$ cat config.mk
export PLATFORM = sky130hd
export DESIGN_NAME = apb_io_arbiter_flat
export DESIGN_NICKNAME = d
export VERILOG_FILES = /design/src/rtl/apb_io_arbiter_if.sv /design/src/rtl/apb_io_arbiter.sv /design/src/flat_wrapper.sv
export SDC_FILE = /design/constraint.sdc
export NUM_CORES = 1
export LEC_CHECK = 0
export ABC_AREA = 1
export CAP_MARGIN = 40
export CORE_ASPECT_RATIO = 1.2
export CORE_MARGIN = 2
export CORE_UTILIZATION = 32
export DETAILED_ROUTE_END_ITERATION = 16
export GPL_TIMING_DRIVEN = 0
export PLACE_DENSITY = 0.78
export SETUP_SLACK_MARGIN = 0.15
export SLEW_MARGIN = 25
export SYNTH_ARGS = -nofsm -noshare
export SYNTH_HDL_FRONTEND = slang
export SYNTH_SLANG_ARGS = --single-unit
$ cat constraint.sdc
create_clock -name clk -period 1.5 [get_ports clk]
set_input_delay 0.45 -clock clk [delete_from_list [all_inputs] [get_ports clk]]
set_output_delay 0.45 -clock clk [all_outputs]
set_load 0.05 [all_outputs]
$ cat src/rtl/apb_io_arbiter_if.sv
// Signal bundle for apb_io_arbiter: both upstream requester ports plus the shared
// downstream peripheral segment. The arbiter uses the slave view, the environment the master view.
interface apb_io_arbiter_if;
  logic [15:0] m0_paddr;
  logic [15:0] m1_paddr;
  logic [7:0]  m0_pwdata;
  logic [7:0]  m1_pwdata;
  logic        m0_pwrite;
  logic        m1_pwrite;
  logic        m0_psel;
  logic        m1_psel;
  logic        m0_penable;
  logic        m1_penable;
  logic [7:0]  m0_prdata;
  logic [7:0]  m1_prdata;
  logic        m0_pready;
  logic        m1_pready;

  logic [2:0]  s_paddr;
  logic [7:0]  s_pwdata;
  logic        s_pwrite;
  logic        s_penable;
  logic [2:0]  s_psel;
  logic [23:0] s_prdata;
  logic [2:0]  s_pready;
  logic        timeout_flag;

  modport slave (
    input  m0_paddr, m1_paddr, m0_pwdata, m1_pwdata, m0_pwrite, m1_pwrite,
    input  m0_psel, m1_psel, m0_penable, m1_penable,
    output m0_prdata, m1_prdata, m0_pready, m1_pready,
    output s_paddr, s_pwdata, s_pwrite, s_penable, s_psel,
    input  s_prdata, s_pready,
    output timeout_flag
  );

  modport master (
    output m0_paddr, m1_paddr, m0_pwdata, m1_pwdata, m0_pwrite, m1_pwrite,
    output m0_psel, m1_psel, m0_penable, m1_penable,
    input  m0_prdata, m1_prdata, m0_pready, m1_pready,
    input  s_paddr, s_pwdata, s_pwrite, s_penable, s_psel,
    output s_prdata, s_pready,
    input  timeout_flag
  );
endinterface

$ cat src/rtl/apb_io_arbiter.sv
// Two-master round-robin APB arbiter and page decoder for the I/O page space.
// Optional ACCESS-phase watchdog enabled by defining APB_IO_ARB_TIMEOUT_EN.
module apb_io_arbiter #(
  parameter int unsigned TIMEOUT_CYCLES = 255
) (
  input logic             clk,
  input logic             rst,
  apb_io_arbiter_if.slave bus
);

  typedef enum logic [1:0] {StIdle, StSetup, StAccess} state_e;

  state_e      state_q;
  logic        gnt_q;
  logic        last_q;
  logic [15:0] addr_q;
  logic [7:0]  wdata_q;
  logic        write_q;
  logic [2:0]  psel_q;
  logic        penable_q;

  logic        mapped;
  logic [1:0]  page;
  logic        slave_ready;
  logic [7:0]  slave_data;
  logic        timeout;
  logic        done;
  logic [7:0]  done_data;
  logic        both_req;
  logic        next_gnt;
  logic [15:0] next_addr;
  logic [2:0]  next_psel;

  assign page   = addr_q[9:8];
  assign mapped = addr_q[15:8] < 8'd3;

  always_comb begin
    slave_ready = 1'b0;
    slave_data  = 8'h00;
    case (page)
      2'd0: begin slave_ready = bus.s_pready[0]; slave_data = bus.s_prdata[7:0];   end
      2'd1: begin slave_ready = bus.s_pready[1]; slave_data = bus.s_prdata[15:8];  end
      2'd2: begin slave_ready = bus.s_pready[2]; slave_data = bus.s_prdata[23:16]; end
      default: ;
    endcase
    if (!mapped) slave_ready = 1'b0;
  end

`ifdef APB_IO_ARB_TIMEOUT_EN
  logic [7:0] cnt_q;
  logic       flag_q;
  // Fires on the ACCESS cycle whose stall would bring the count to TIMEOUT_CYCLES.
  assign timeout = (state_q == StAccess) && mapped && !slave_ready &&
                   (({1'b0, cnt_q} + 9'd1) == 9'(TIMEOUT_CYCLES));
  assign bus.timeout_flag = flag_q;
`else
  logic unused_timeout;
  assign unused_timeout   = TIMEOUT_CYCLES[0];
  assign timeout          = 1'b0;
  assign bus.timeout_flag = 1'b0;
`endif

  // Reset in flight aborts the transfer without acknowledging the master.
  assign done      = (state_q == StAccess) && !rst && (!mapped || slave_ready || timeout);
  assign done_data = slave_ready ? slave_data : 8'hFF;

  assign bus.m0_pready = done && !gnt_q;
  assign bus.m1_pready = done && gnt_q;
  assign bus.m0_prdata = (done && !gnt_q) ? done_data : 8'h00;
  assign bus.m1_prdata = (done && gnt_q) ? done_data : 8'h00;

  assign bus.s_paddr   = addr_q[2:0];
  assign bus.s_pwdata  = wdata_q;
  assign bus.s_pwrite  = write_q;
  assign bus.s_psel    = psel_q;
  assign bus.s_penable = penable_q;

  assign both_req  = bus.m0_psel && bus.m1_psel;
  assign next_gnt  = both_req ? ~last_q : bus.m1_psel;
  assign next_addr = next_gnt ? bus.m1_paddr : bus.m0_paddr;

  always_comb begin
    next_psel = 3'b000;
    case (next_addr[15:8])
      8'd0:    next_psel = 3'b001;
      8'd1:    next_psel = 3'b010;
      8'd2:    next_psel = 3'b100;
      default: next_psel = 3'b000;
    endcase
  end

  logic unused_bits;
  assign unused_bits = ^{addr_q[7:3], bus.m0_penable, bus.m1_penable};

  always_ff @(posedge clk) begin
    if (rst) begin
      state_q   <= StIdle;
      gnt_q     <= 1'b0;
      last_q    <= 1'b1;
      addr_q    <= 16'h0000;
      wdata_q   <= 8'h00;
      write_q   <= 1'b0;
      psel_q    <= 3'b000;
      penable_q <= 1'b0;
`ifdef APB_IO_ARB_TIMEOUT_EN
      cnt_q     <= 8'h00;
      flag_q    <= 1'b0;
`endif
    end else begin
      unique case (state_q)
        StIdle: begin
          if (bus.m0_psel || bus.m1_psel) begin
            gnt_q   <= next_gnt;
            // Fairness pointer only moves on contention.
            if (both_req) last_q <= next_gnt;
            addr_q  <= next_addr;
            wdata_q <= next_gnt ? bus.m1_pwdata : bus.m0_pwdata;
            write_q <= next_gnt ? bus.m1_pwrite : bus.m0_pwrite;
            psel_q  <= next_psel;
            state_q <= StSetup;
          end
        end
        StSetup: begin
          penable_q <= 1'b1;
          state_q   <= StAccess;
`ifdef APB_IO_ARB_TIMEOUT_EN
          cnt_q     <= 8'h00;
`endif
        end
        StAccess: begin
          if (done) begin
            psel_q    <= 3'b000;
            penable_q <= 1'b0;
            state_q   <= StIdle;
`ifdef APB_IO_ARB_TIMEOUT_EN
            if (timeout) flag_q <= 1'b1;
          end else begin
            cnt_q <= cnt_q + 8'd1;
`endif
          end
        end
        default: state_q <= StIdle;
      endcase
    end
  end

endmodule

$ cat src/flat_wrapper.sv
// flat-port wrapper written by rule: the top's interface ports become plain ports
module apb_io_arbiter_flat 
#(
  parameter int unsigned TIMEOUT_CYCLES = 255
)
  (clk, rst, bus_m0_paddr, bus_m1_paddr, bus_m0_pwdata, bus_m1_pwdata, bus_m0_pwrite, bus_m1_pwrite, bus_m0_psel, bus_m1_psel, bus_m0_penable, bus_m1_penable, bus_m0_prdata, bus_m1_prdata, bus_m0_pready, bus_m1_pready, bus_s_paddr, bus_s_pwdata, bus_s_pwrite, bus_s_penable, bus_s_psel, bus_s_prdata, bus_s_pready, bus_timeout_flag);
  apb_io_arbiter_if bus_i ();
  input logic clk;
  input logic rst;
  input wire logic [$bits(bus_i.m0_paddr)-1:0] bus_m0_paddr;
  input wire logic [$bits(bus_i.m1_paddr)-1:0] bus_m1_paddr;
  input wire logic [$bits(bus_i.m0_pwdata)-1:0] bus_m0_pwdata;
  input wire logic [$bits(bus_i.m1_pwdata)-1:0] bus_m1_pwdata;
  input wire logic [$bits(bus_i.m0_pwrite)-1:0] bus_m0_pwrite;
  input wire logic [$bits(bus_i.m1_pwrite)-1:0] bus_m1_pwrite;
  input wire logic [$bits(bus_i.m0_psel)-1:0] bus_m0_psel;
  input wire logic [$bits(bus_i.m1_psel)-1:0] bus_m1_psel;
  input wire logic [$bits(bus_i.m0_penable)-1:0] bus_m0_penable;
  input wire logic [$bits(bus_i.m1_penable)-1:0] bus_m1_penable;
  output wire logic [$bits(bus_i.m0_prdata)-1:0] bus_m0_prdata;
  output wire logic [$bits(bus_i.m1_prdata)-1:0] bus_m1_prdata;
  output wire logic [$bits(bus_i.m0_pready)-1:0] bus_m0_pready;
  output wire logic [$bits(bus_i.m1_pready)-1:0] bus_m1_pready;
  output wire logic [$bits(bus_i.s_paddr)-1:0] bus_s_paddr;
  output wire logic [$bits(bus_i.s_pwdata)-1:0] bus_s_pwdata;
  output wire logic [$bits(bus_i.s_pwrite)-1:0] bus_s_pwrite;
  output wire logic [$bits(bus_i.s_penable)-1:0] bus_s_penable;
  output wire logic [$bits(bus_i.s_psel)-1:0] bus_s_psel;
  input wire logic [$bits(bus_i.s_prdata)-1:0] bus_s_prdata;
  input wire logic [$bits(bus_i.s_pready)-1:0] bus_s_pready;
  output wire logic [$bits(bus_i.timeout_flag)-1:0] bus_timeout_flag;
  assign bus_i.m0_paddr = bus_m0_paddr;
  assign bus_i.m1_paddr = bus_m1_paddr;
  assign bus_i.m0_pwdata = bus_m0_pwdata;
  assign bus_i.m1_pwdata = bus_m1_pwdata;
  assign bus_i.m0_pwrite = bus_m0_pwrite;
  assign bus_i.m1_pwrite = bus_m1_pwrite;
  assign bus_i.m0_psel = bus_m0_psel;
  assign bus_i.m1_psel = bus_m1_psel;
  assign bus_i.m0_penable = bus_m0_penable;
  assign bus_i.m1_penable = bus_m1_penable;
  assign bus_m0_prdata = bus_i.m0_prdata;
  assign bus_m1_prdata = bus_i.m1_prdata;
  assign bus_m0_pready = bus_i.m0_pready;
  assign bus_m1_pready = bus_i.m1_pready;
  assign bus_s_paddr = bus_i.s_paddr;
  assign bus_s_pwdata = bus_i.s_pwdata;
  assign bus_s_pwrite = bus_i.s_pwrite;
  assign bus_s_penable = bus_i.s_penable;
  assign bus_s_psel = bus_i.s_psel;
  assign bus_i.s_prdata = bus_s_prdata;
  assign bus_i.s_pready = bus_s_pready;
  assign bus_timeout_flag = bus_i.timeout_flag;
  apb_io_arbiter #(.TIMEOUT_CYCLES(TIMEOUT_CYCLES)) u_core (.clk(clk), .rst(rst), .bus(bus_i));
endmodule
Word-level counts from Yosys, hierarchy flattened

Index checks and enable logic that the tools add are counted.

Register bits: 33
Input bits: 83
Output and inout bits: 35
Logic and storage cells: 57

Magnitude comparators: 1
Equality and inequality tests: 8
Multiplexer cells: 19
Bitwise logic cells: 1
Reduce and logical (&&, ||, !) cells: 20

Operators with widths:

| cell                                                        | number |
|---|---|
| two-way mux 8 bit                                           | 4 |
| case mux 8 bit (3 select lines)                             | 1 |
| two-way mux 16 bit                                          | 1 |
| case mux 3 bit (3 select lines)                             | 1 |
| equality test 8 x 1 -> 1 bit (second input constant)        | 1 |
| equality test 8 x 2 -> 1 bit (second input constant)        | 1 |
| zero test 8 bit                                             | 1 |
| less-than comparator 8 x 2 -> 1 bit (second input constant) | 1 |
| two-way mux 3 bit                                           | 2 |
| case mux 2 bit (3 select lines)                             | 1 |
| case mux 3 bit (2 select lines)                             | 1 |
| AND reduction 2 bit                                         | 3 |
| AND reduction 3 bit                                         | 2 |
| logical AND 1 bit                                           | 5 |
| equality test 2 x 1 -> 1 bit (second input constant)        | 2 |
| equality test 2 bit (second input constant)                 | 2 |
| zero test 2 bit                                             | 2 |
| two-way mux 1 bit                                           | 4 |
| two-way mux 2 bit                                           | 2 |
| inequality test 2 x 1 -> 1 bit (second input constant)      | 2 |
| nonzero test 2 bit                                          | 2 |
| zero test 1 bit                                             | 3 |
| case mux 1 bit (3 select lines)                             | 1 |
| logical OR 1 bit                                            | 2 |
| 2 further kinds                                             | 2 |

Logic depth before layout (Yosys ltp)

Depth in word-level cells: 7
Depth in mapped cells: 11
Gate-level depth less buffers: 11

Least setup slack after synthesis

OpenSTA, ideal clock, no wires.

Path kind: register to output
Start point: register u_core.state_q[0]
End point: output port bus_m0_prdata[0]
Arrival: 2.234 ns
Required time: 1.050 ns
Slack: -1.184 ns
Cell stages (with the launch flop): 9
Path buffers: 0
Cells stage by stage: dfxtp_1 inv_1 ha_1 inv_1 nor2_1 nand2_2 nor2_2 inv_2 nor2_1

Word-level cells in the longest chain between the ends: 5

Ends and longest elaborated chain:

| item                           | line                  | source |
|---|---|---|
| from (decl)                    | apb_io_arbiter.sv:13  | `state_e state_q;` |
| from (signal assigned)         | apb_io_arbiter.sv:97  | `state_q <= StIdle;` |
| from (signal assigned)         | apb_io_arbiter.sv:120 | `state_q <= StSetup;` |
| from (signal assigned)         | apb_io_arbiter.sv:125 | `state_q <= StAccess;` |
| equality test 2 bit            | apb_io_arbiter.sv:64  | `assign done = (state_q == StAccess) && !rst && (!mapped \|\| slave_ready \|\| timeout);` |
| logical AND 1 bit (2 in a row) | apb_io_arbiter.sv:64  |  |
| logical AND 1 bit              | --                    |  |
| net bus_m0_pready              | flat_wrapper.sv:22    | `output wire logic [$bits(bus_i.m0_pready)-1:0] bus_m0_pready;` |
| two-way mux 8 bit              | apb_io_arbiter.sv:69  | `assign bus.m0_prdata = (done && !gnt_q) ? done_data : 8'h00;` |
| to (decl)                      | flat_wrapper.sv:20    | `output wire logic [$bits(bus_i.m0_prdata)-1:0] bus_m0_prdata;` |

The timed path passes the listed nets, and every way through them passes these cells.

Worst setup path in the final report

Start point: register u_core.addr_q[9]
End point: output port bus_m0_prdata[1]

Word-level cells in the longest chain between the ends: 7
Elaborated cells on any way between the ends: 13
Classes of those cells: order compare: 1; eq/ne: 2; mux: 5; reduce/logical: 5

Ends and longest elaborated chain:

| item                                                                        | line                  | source |
|---|---|---|
| from (decl)                                                                 | apb_io_arbiter.sv:16  | `logic [15:0] addr_q;` |
| from (signal assigned)                                                      | apb_io_arbiter.sv:116 | `addr_q <= next_addr;` |
| branches (longest 6 deep; another with less-than comparator 8 x 2 -> 1 bit) | --                    |  |
| two-way mux 8 bit *                                                         | apb_io_arbiter.sv:69  |  |

Every way passes the cells marked *.

==> results.txt <==
outcome: finished with violations
failing checks: setup timing
CTS Sinks: 28
Crit. Startpoint: u_core.addr_q[9]$_SDFFE_PP0P_
leading cell types by total area after synthesis: dfxtp_1 (33%), nand2_1 (15%), nor2_1 (7.4%), o21ai_0 (7.0%), a31oi_1 (6.5%)
post-route insts no fill: 473
number of endpoints with negative hold slack in the final report: 0
Net Count, Synth: 352
clock transition time at the flip-flop clock pins of the worst setup and hold paths: 0.09 ns
setup ws final: -0.708 ns
initial core utilization: 33.0%
slowest CP cell: dfxtp_4
largest net degree at the start of global routing: 15
share of flip-flops with an asynchronous set or reset: 0%
setup slack of the most critical reg-to-reg path: 0 ns
Synth cell types: 26
Via density: 5.05
VDD IR-drop max: 0.774 mV
end point of the critical path: bus_m0_prdata[1]
core footprint: 0.00523 mm^2
slowest stage delay, CP: 0.41 ns
die width: 71.0 um
maximum fanout along the worst path: 6
shortest period the worst path allows: 2.21 ns
remaining number of nets flagged by the antenna check after routing: 0
share of cells above drive strength 1: 46.5%
first-pass GRT wire length: 11200 um
DR WL/cell: 15.2 um
Avg Synthesized Cell Area: 6.47 um^2
crit share post-route: 147%
dominant cell type by area after synthesis: dfxtp_1
count of final setup violators: 19
number of I/O pins: 118
area of the die: 0.00599 mm^2
number of global-route vias before repair: 2493
H-tree depth: 1
hold slack: 0.470 ns
WP data required: 1.05 ns
EDFF count, synth: 0
Worst-Skew Late Latency: 0.27 ns
overall die height: 84.4 um
synth cell count leaders: nand2_1 (70), nor2_1 (34), dfxtp_1 (28)
number of warnings issued by yosys: 0
Max Fclk: 0.453 GHz
classification of the worst-slack hold path: register to register
Post-Synthesis Cell Area: 0.00172 mm^2
WL final: 7170 um
number of detailed-routing iterations run before antenna repair: 4
worst clock skew: 0.00377 ns
final RePlAce weighted congestion: 0.802
I/O Buffers: 104
combined global-route utilization of all metal layers: 23.1%
total overflow reported by the global router: 0
final net count: 499
Setup TNS Final: -12.00 ns
area share of the largest cell type after synthesis: 32.6%
classification of the worst setup path: register to output port
synthesized instance count: 266
setup repair after global routing missed its margin: true
signal arrival time at the worst endpoint: 1.76 ns
Worst path most repeated cell: buf_4
cell depth of the worst setup path: 8
HPWL Detailed: 4430 um
number of placed instances, taps included: 432
startpoint kind of the worst setup timing path: register
clk buf depth: 2
Reg-to-Reg Start: u_core.addr_q[15]$_SDFFE_PP0P_
number of rows in the core area: 29
Bufs and invs on worst path: 4
initial antenna violation count: 0
DRC errors left: 0
number of cell instances on the worst register-to-register path: 11
Via Count: 2387
dominant delay contributor by cell family on the critical path: buffers and inverters
nature of the critical path endpoint: output port
clock tree from TritonCTS: done
count of inserted antenna diode cells: 0
ordered list of cells on the worst path: inv_6 -> buf_4 -> nand2_2 -> o21ai_1 -> a211oi_4 -> buf_4 -> nor2_4 -> buf_6
Leak Pwr: 1.60 nW
post-synthesis sequential element count: 28
sequential-to-total area share from yosys stat: 32.6%
drt first-iter violations: 53
top flip-flop cell by instance count after synthesis: dfxtp_1
root buffer cell: clkbuf_8
Layout Area Growth over Synthesis: 120%
number of buffers added by the clock tree synthesis step: 3
endpoint of the worst register-to-register path: u_core.state_q[1]$_SDFFE_PP0P_
most repeated cell in the gate-level netlist after synthesis: nand2_1
power per standard cell area: 867 mW/mm^2
final count of pins violating max slew: 0
max-cap violations: 0
-- placed cells by master, fill, tap and decap left out, types with 5 or more instances in the layout --
master	synthesis	final
a211oi_4	0	8
buf_4	4	31
clkdlybuf4s50_1	0	64
nand3_1	10	7
nand2_2	6	13
inv_2	4	5
buf_6	2	24
clkbuf_4	0	12
dfxtp_2	0	7
dfxtp_1	28	19
inv_1	23	14
o21ai_1	2	10
nand2_1	70	59
nor2_2	3	9
o21ai_2	0	10
nor2_1	34	8
a31oi_1	18	18
o21ai_0	24	5
nor2_4	0	20
buf_8	0	12
a21oi_1	7	6
-- layout make-up --
class | instances | area (um^2)
multi-input combinational | 197 | 1430
fill | 390 | 1430
timing repair buffer | 142 | 1410
sequential | 28 | 577
buffer | 14 | 130
inverter | 27 | 129
tap | 62 | 77.6
clock buffer | 3 | 41.3
-- timing repair --
action	4_1_cts	5_1_grt
setup buffers	28	9
setup endpoints to repair	62	58
hold buffers	0	0
pin swaps	36	14
gates cloned	1	0
resized for setup	312	57
-- layer usage --
| layer | share of wire, % | wire length, um | GRT usage [%] | vias up |
|---|---|---|---|---|
| met3 | 9.3 | 670 | 7.20 | 23 |
| li1 | - | - | - | 1164 |
| met5 | 0 | 0 | 0 | - |
| met4 | 3.6 | 260 | 7.89 | 0 |
| met1 | 34 | 2410 | 22.7 | 1081 |
| met2 | 53 | 3830 | 44.7 | 119 |
-- kinds of logic after synthesis --
family                     synth area share (%)
and+or+nand+nor                            32.0
AOI/OAI and AO/OA                          22.2
buffers and inverters                      10.8
DFF                                        32.6
adders and majority gates                  2.18
other                                     0.218
-- worst reg2reg max path, stage by stage (launching register included) --
cell and delay [ns]:
dfxtp_1 0.35, nor2_2 0.10, nand2_2 0.07, nor2_4 0.14, buf_4 0.14, nand2_4 0.06, nand2_4 0.08, buf_6 0.11
nand2_8 0.06, buf_4 0.13, nand3_1 0.06, a21oi_1 0.07
-- state kept, by name, indices dropped and copies added (netlist names) --
register	flops
u_core.addr_q	11
u_core.bus.s_pwdata	8
u_core.bus.s_psel	3
u_core.state_q	2
u_core.bus.s_penable	1
u_core.bus.s_pwrite	1
u_core.gnt_q	1
u_core.last_q	1
-- worst min path at each step --
stage / startpoint / endpoint / slack, ns / cells after the start
after detailed placement: u_core.bus.s_penable$_SDFFE_PP0P_ / u_core.bus.s_penable$_SDFFE_PP0P_ / 0.46 / 2
after global routing: u_core.bus.s_penable$_SDFFE_PP0P_ / u_core.bus.s_penable$_SDFFE_PP0P_ / 0.50 / 2
after floorplan: u_core.last_q$_SDFFE_PP1P_ / u_core.last_q$_SDFFE_PP1P_ / 0.45 / 2
after global placement: u_core.bus.s_penable$_SDFFE_PP0P_ / u_core.bus.s_penable$_SDFFE_PP0P_ / 0.46 / 2
after CTS: u_core.bus.s_penable$_SDFFE_PP0P_ / u_core.bus.s_penable$_SDFFE_PP0P_ / 0.47 / 2
final: u_core.bus.s_penable$_SDFFE_PP0P_ / u_core.bus.s_penable$_SDFFE_PP0P_ / 0.47 / 2
-- power breakdown --
group | internal (mW) | switching, mW
combinational | 0.824 | 1.09
clock | 0.181 | 0.227
sequential | 0.872 | 0.0928
-- per-stage QoR --
step,area (um^2),utilization (%),worst slack [ns],total power [mW]
floorplan,1910,-,-0.510,1.82
global placement,3030,57.9,-1.62,2.29
detailed placement,3030,57.9,-1.65,2.31
CTS,3570,68.4,-0.704,3.10
global route,3790,72.6,-0.765,3.46
finish,3790,72.6,-0.708,3.29
No activity file was read; power rests on OpenSTA's default activity.
==> edit 1 (same flow settings) <==
The option `APB_IO_ARB_TIMEOUT_EN` is turned on by a define.
--- a/src/rtl/apb_io_arbiter.sv
+++ b/src/rtl/apb_io_arbiter.sv
@@ -1,5 +1,7 @@
 // Two-master round-robin APB arbiter and page decoder for the I/O page space.
 // Optional ACCESS-phase watchdog enabled by defining APB_IO_ARB_TIMEOUT_EN.
+`define APB_IO_ARB_TIMEOUT_EN
+
 module apb_io_arbiter #(
   parameter int unsigned TIMEOUT_CYCLES = 255
 ) (
Behaviour: same outputs for any inputs over 10 cycles, from zero or initial values and one cycle with rst high; that may be too few to reach the edited logic, so the function may still have changed.
==> edit 1 against the original RTL <==
- total power up 16%
- synthesized area increased by 33%
- largest power group unchanged
- via count rose by 21%
- non-clock buffer count down 11
- critical path depth up 6
- first-iteration DRC count rose to 2.9 times the old value
- worst setup slack worse by 0.27 ns
- sequential cell count is 9 higher
- clock power up 76%
- largest cell class is now multi-input combinational cells
- utilization is 8.8 points lower
- routed wire length grew 16%
- design area increased by 16%
- die area increased by 32%
- the run still ends with setup timing left
- critical path type unchanged
==> edit 1: results (changes against the original RTL) <==
* Hold Crit Depth at 2 (unchanged)
* Total wire length at 8300 um (+16%)
* Most frequent cells after synthesis: 93 x nand2_1, 48 x inv_1, 37 x dfxtp_1, 37 x nor2_1, 26 x o21ai_0
* Layout cell share with drive strength beyond 1 at 34.9% (-12 points)
* Setup ws final at -0.978 ns (-0.270 ns)
* Num CTS Buffers at 5 (+2)
* Setup slack, reg-to-reg at -0.50 ns (-0.50 ns)
* Yosys cell types at 30 (+15%)
* TritonRoute pass-1 iters at 4 (unchanged)
* Violated checks: setup timing
* Top cells by area, synth: dfxtp_1 32%, nand2_1 15%, inv_1 7.8%
* H-tree Lvls at 2 (+1)
* Post-DP Area at 0.00365 mm^2 (+20%)
* Peak fanout along the critical path at 5 (-1)
* GP Congestion at 0.863 (+7.6%)
* Via count at 2896 (+21%)
* Max IR drop VDD at 0.651 mV (-16%)
* Ys Warns at 0 (unchanged)
* Crit path largest cell delay at 0.33 ns (-0.08 ns)
* Status: finished with violations
* Largest net degree at the start of global routing at 11 (-4)
* Worst r2r path cells at 16 (+5)
* Final Hold Fails at 0 (unchanged)
* Area share of the largest cell type after synthesis at 32.3% (-0.30 points)
* Leakage at 1.83 nW (+15%)
* Hold Path Class: reg2reg
* Clock Tree Root: clkbuf_8
* Worst reg2reg endpoint: u_core.bus.s_psel[2]
* Initial antenna violation count at 0 (unchanged)
* Hold Crit Start: u_core.bus.timeout_flag
* Ant diodes at 0 (unchanged)
* Worst-path clk slew at 0.07 ns (-0.02 ns)
* Slowest stage cell, crit path: dfxtp_2
* Clock buffer depth at 2 (unchanged)
* Iter 0 DRT Violations at 152 (+190%)
* Worst Skew at 0.00584 ns (+0.00207 ns)
* Setup violators final at 33 (+14)
* Vias in the first global route at 2777 (+11%)
* Ys async rst share at 0% (unchanged)
* Most flop-heavy register: u_core.addr_q
* Hold Crit Endpoint: u_core.bus.timeout_flag
* Gr usage total at 20.9% (-2.2 points)
* Clk_lat worst skew at 0.29 ns (+0.02 ns)
* GRT overflow at 0 (unchanged)
* Buffers on Ports at 105 (+0.96%)
* Syn_nets at 444 (+26%)
* Tightest Pin Transition at 0.557 ns
* Crit path arrival time at 2.03 ns (+0.27 ns)
* HPWL Detailed at 5620 um (+27%)
* R2r startpoint: u_core.state_q[0]
* Number of flip-flops under the largest register name at 11 (unchanged)
* Final #Nets at 584 (+17%)
* Delay-heaviest family, CP: simple AND/OR/NAND/NOR gates
* Seq/Total Area, Yosys at 32.3% (-0.30 points)
* First-pass GRT wire length at 13100 um (+16%)
[edit 1: changes by cell type after synthesis, sizes merged, moves of 3 or more]
cell | unedited run | this run
nand3 | 11 | 24
nand4 | 0 | 4
o2bb2ai | 4 | 0
o22ai | 0 | 5
dfxtp | 28 | 37
a21oi | 8 | 21
nor2 | 37 | 40
nand2 | 77 | 98
inv | 27 | 52
a31oi | 18 | 14
[edit 1: area by class of cell]
cell class / count / area, um^2
fill: 554 / 2500
multi-input combinational: 255 / 1750
timing repair buffer: 131 / 1310
sequential: 37 / 763
inverter: 52 / 221
buffer: 14 / 156
tap: 87 / 109
clock buffer: 7 / 86.3
[edit 1: how the worst max path moves through the flow]
stage | startpoint | end
6_report | u_core.state_q[0] | bus_m0_prdata[1]
5_1_grt | u_core.state_q[0] | bus_m0_prdata[5]
4_1_cts | bus_s_pready[0] | bus_m0_prdata[1]
3_5_place_dp | rst | bus_m1_prdata[0]
3_3_place_gp | rst | bus_m0_prdata[0]
2_1_floorplan | u_core.state_q[0] | bus_m1_prdata[0]
[edit 1: metrics by stage]
step                      std cells  hold slack, ns  worst slack (ns)  TNS (ns)
after floorplan                 356           0.445            -0.764    -15.44
after global placement          548           0.437             -1.92    -58.26
after detailed placement        548           0.437             -1.94    -59.35
after CTS                       572           0.446            -0.947    -21.10
after global routing            583           0.472             -1.11    -27.57
final                           583           0.446            -0.978    -23.11
[edit 1: logic make-up after synthesis]
kind of cell    after synthesis  synth area share, %
buf+inv                      66                 12.1
compound gates               76                 19.1
xor+xnor                      1                0.382
simple gates                170                 33.0
mux                           1                0.436
fa+ha+maj                     5                 2.72
flops                        37                 32.3
[edit 1: where the power goes]
part	switching, mW	internal (mW)
Sequential	0.0951	1.11
Clock	0.352	0.365
Combinational	1.11	0.794
[edit 1: what timing repair did]
action | 4_1_cts | 5_1_grt
setup endpoints to repair | 72 | 67
buffers inserted | 14 | 11
cloned | 3 | 0
endpoints found under the hold margin | 0 | 0
gates resized for setup | 304 | 49
pin swaps | 12 | 7
[edit 1: worst min-delay path: stages (launching register included)]
cell and delay, ns:
dfxtp_1 0.31, inv_1 0.05, a21oi_1 0.04
[edit 1: layer usage]
metal,vias to the layer above,global-route usage [%],share of wire (%)
met5,-,0,0
met1,1293,22.9,36
met3,27,4.94,7.9
li1,1436,-,-
met2,140,37.8,53
met4,0,7.82,3.7
==> edit 2 (config.mk and constraints unchanged) <==
Without the edit above. Make the reset (`rst`) asynchronous in one clocked block.
--- a/src/rtl/apb_io_arbiter.sv
+++ b/src/rtl/apb_io_arbiter.sv
@@ -92,7 +92,7 @@
   logic unused_bits;
   assign unused_bits = ^{addr_q[7:3], bus.m0_penable, bus.m1_penable};
 
-  always_ff @(posedge clk) begin
+  always_ff @(posedge clk or posedge rst) begin
     if (rst) begin
       state_q   <= StIdle;
       gnt_q     <= 1'b0;
Behaviour: differs if rst is asserted again (counterexample within 4 cycles, from zero or initial values and one cycle with rst high); with rst held inactive, the same outputs for 10 cycles.
==> edit 2 against the original RTL <==
- the run still ends with setup timing left
- worst setup slack got worse by 0.12 ns
- routed wire length is 3.3% lower
- die area is 2.7% higher
- sequential cell count did not move
- non-clock buffer count decreased by 4
- design area increased by 1.1%
- synthesized area up 2.8%
- critical path type unchanged
- critical endpoint is now bus_m1_prdata[7]
Power is not compared: it rests on default switching activity, and its combinational part moved more than twofold at a synthesized area within 25%.
==> edit 2: results (changes against the original RTL) <==
* Largest net degree at the start of global routing at 29 (+14)
* HPWL Detailed at 4440 um (+0.23%)
* Synth Area in Adders at 2.12% (-0.060 points)
* Post-Place Setup Slack at -1.60 ns (+0.0508 ns)
* Int Power at 3.50 mW
* Max IR drop VDD at 0.824 mV
* Buffers on Ports at 103 (-0.96%)
* Gr usage total at 21.9% (-1.3 points)
* Ys async rst share at 100% (+100 points)
* Yosys cell types at 24 (-7.7%)
* Clock buffer depth at 2 (unchanged)
* Primary FF master, synth: dfrtp_1
* Worst Skew at 0.0107 ns (+0.00692 ns)
* Setup violators final at 24 (+5)
* First-pass GRT wire length at 10700 um (-5.0%)
* Final #Nets at 490 (-1.8%)
* Hold Path Class: in2reg
* Layout cell share with drive strength beyond 1 at 42.7% (-3.8 points)
* Post-route setup TNS at -14.16 ns (-2.16 ns)
* Total wire length at 6940 um (-3.3%)
* Violated checks: setup timing
* Top cells by area, synth: dfrtp_1 38%, nand2_1 14%, nor2_1 10%
* Post-synthesis mux area share at 0% (unchanged)
* Syn_nets at 343 (-2.6%)
* Setup ws final at -0.826 ns (-0.118 ns)
* Ant diodes at 0 (unchanged)
* Via/cell ratio at 5.01 (-0.67%)
* Clock Tree Root: clkbuf_8
* Synth Area in Compound Gates at 18.2% (-3.9 points)
* Xor/xnor share of the synthesized area at 0% (unchanged)
* Peak fanout along the critical path at 4 (-2)
* Status: finished with violations
* Iter 0 DRT Violations at 78 (+47%)
* Most frequent cells after synthesis: 66 x nand2_1, 47 x nor2_1, 35 x o21ai_0
* H-tree Lvls at 1 (unchanged)
* Initial antenna violation count at 0 (unchanged)
* Seq/Total Area, Yosys at 39.6% (+7.1 points)
* GP Congestion at 0.831 (+3.6%)
-- edit 2: cell count changes after synthesis, sizes merged --
cell,unedited run,this run
nor2,37,47
nand3,11,16
inv,27,25
buf,8,9
dfstp,0,1
a31oi,18,4
a21oi,8,1
nand2,77,68
or2,1,0
clkbuf,6,2
o21ai,26,38
dfxtp,28,0
dfrtp,0,27
-- edit 2: logic make-up (layout without fill, tap and decap cells) --
kind of cell,after synthesis,in the layout
and+or+nand+nor,134,135
other,1,1
DFF,28,28
buffers and inverters,36,181
AOI/OAI and AO/OA,55,55
adders and majority gates,3,3
-- edit 2: final timing paths --
path	start	slack, ns	to	cells past startpoint
setup / recovery	u_core.addr_q[15]	-0.83	bus_m1_prdata[7]	9
hold / removal	bus_m1_psel	0.50	u_core.last_q	3
setup reg to reg	u_core.addr_q[15]	-0.11	u_core.bus.s_psel[2]	11
hold reg to reg	u_core.bus.s_psel[0]	0.50	u_core.bus.s_psel[0]	2
max in group asynchronous	rst	0.46	u_core.addr_q[8]	2
min in group asynchronous	rst	0.62	u_core.addr_q[15]	2
-- edit 2: worst max-delay path, stage by stage (launching register included) --
cell	delay [ns]
dfrtp_1	0.40
nor2_1	0.15
nand3_2	0.10
nor2_4	0.15
o21ai_4	0.09
buf_6	0.15
a211oi_4	0.20
buf_6	0.15
nor2_2	0.04
buf_6	0.15
-- edit 2: routing by layer --
| layer | vias up | global-route usage, % | wire length [um] |
|---|---|---|---|
| li1 | 1120 | - | - |
| met4 | 0 | 7.38 | 197 |
| met1 | 1095 | 24.0 | 2470 |
| met3 | 16 | 2.85 | 454 |
| met5 | - | 0 | 0 |
| met2 | 100 | 42.2 | 3810 |
-- edit 2: cell type report --
cell class,instances,area (um^2)
clock buffer,3,41.3
multi-input combinational,194,1350
tap,62,77.6
timing repair buffer,141,1390
fill,361,1460
clock inverter,1,30.0
buffer,11,130
inverter,25,108
sequential,28,703
-- edit 2: metrics by stage --
step / std cells / utilization, % / instance area, um^2
5_1_grt: 465 / 72.4 / 3830
4_1_cts: 449 / 67.1 / 3550
2_1_floorplan: 257 / - / 1890
3_3_place_gp: 422 / 56.6 / 3000
3_5_place_dp: 422 / 56.6 / 3000
6_report: 465 / 72.4 / 3830
-- edit 2: power by group through the flow --
| stage | Clock (mW) | Sequential (mW) | Combinational [mW] |
|---|---|---|---|
| floorplan | 0 | 1.79 | 1.66 |
| global placement | 0 | 1.32 | 3.08 |
| detailed placement | 0 | 1.34 | 3.12 |
| CTS | 0.609 | 1.35 | 4.08 |
| global route | 0.648 | 1.41 | 5.08 |
| finish | 0.605 | 1.38 | 4.76 |
-- edit 2: what timing repair did --
action / in CTS / in global routing
hold endpoints to repair: 0 / 0
setup endpoints to repair: 62 / 54
gates cloned: 2 / 1
gates resized for setup: 323 / 60
setup buffers: 21 / 15
pin swaps: 26 / 22
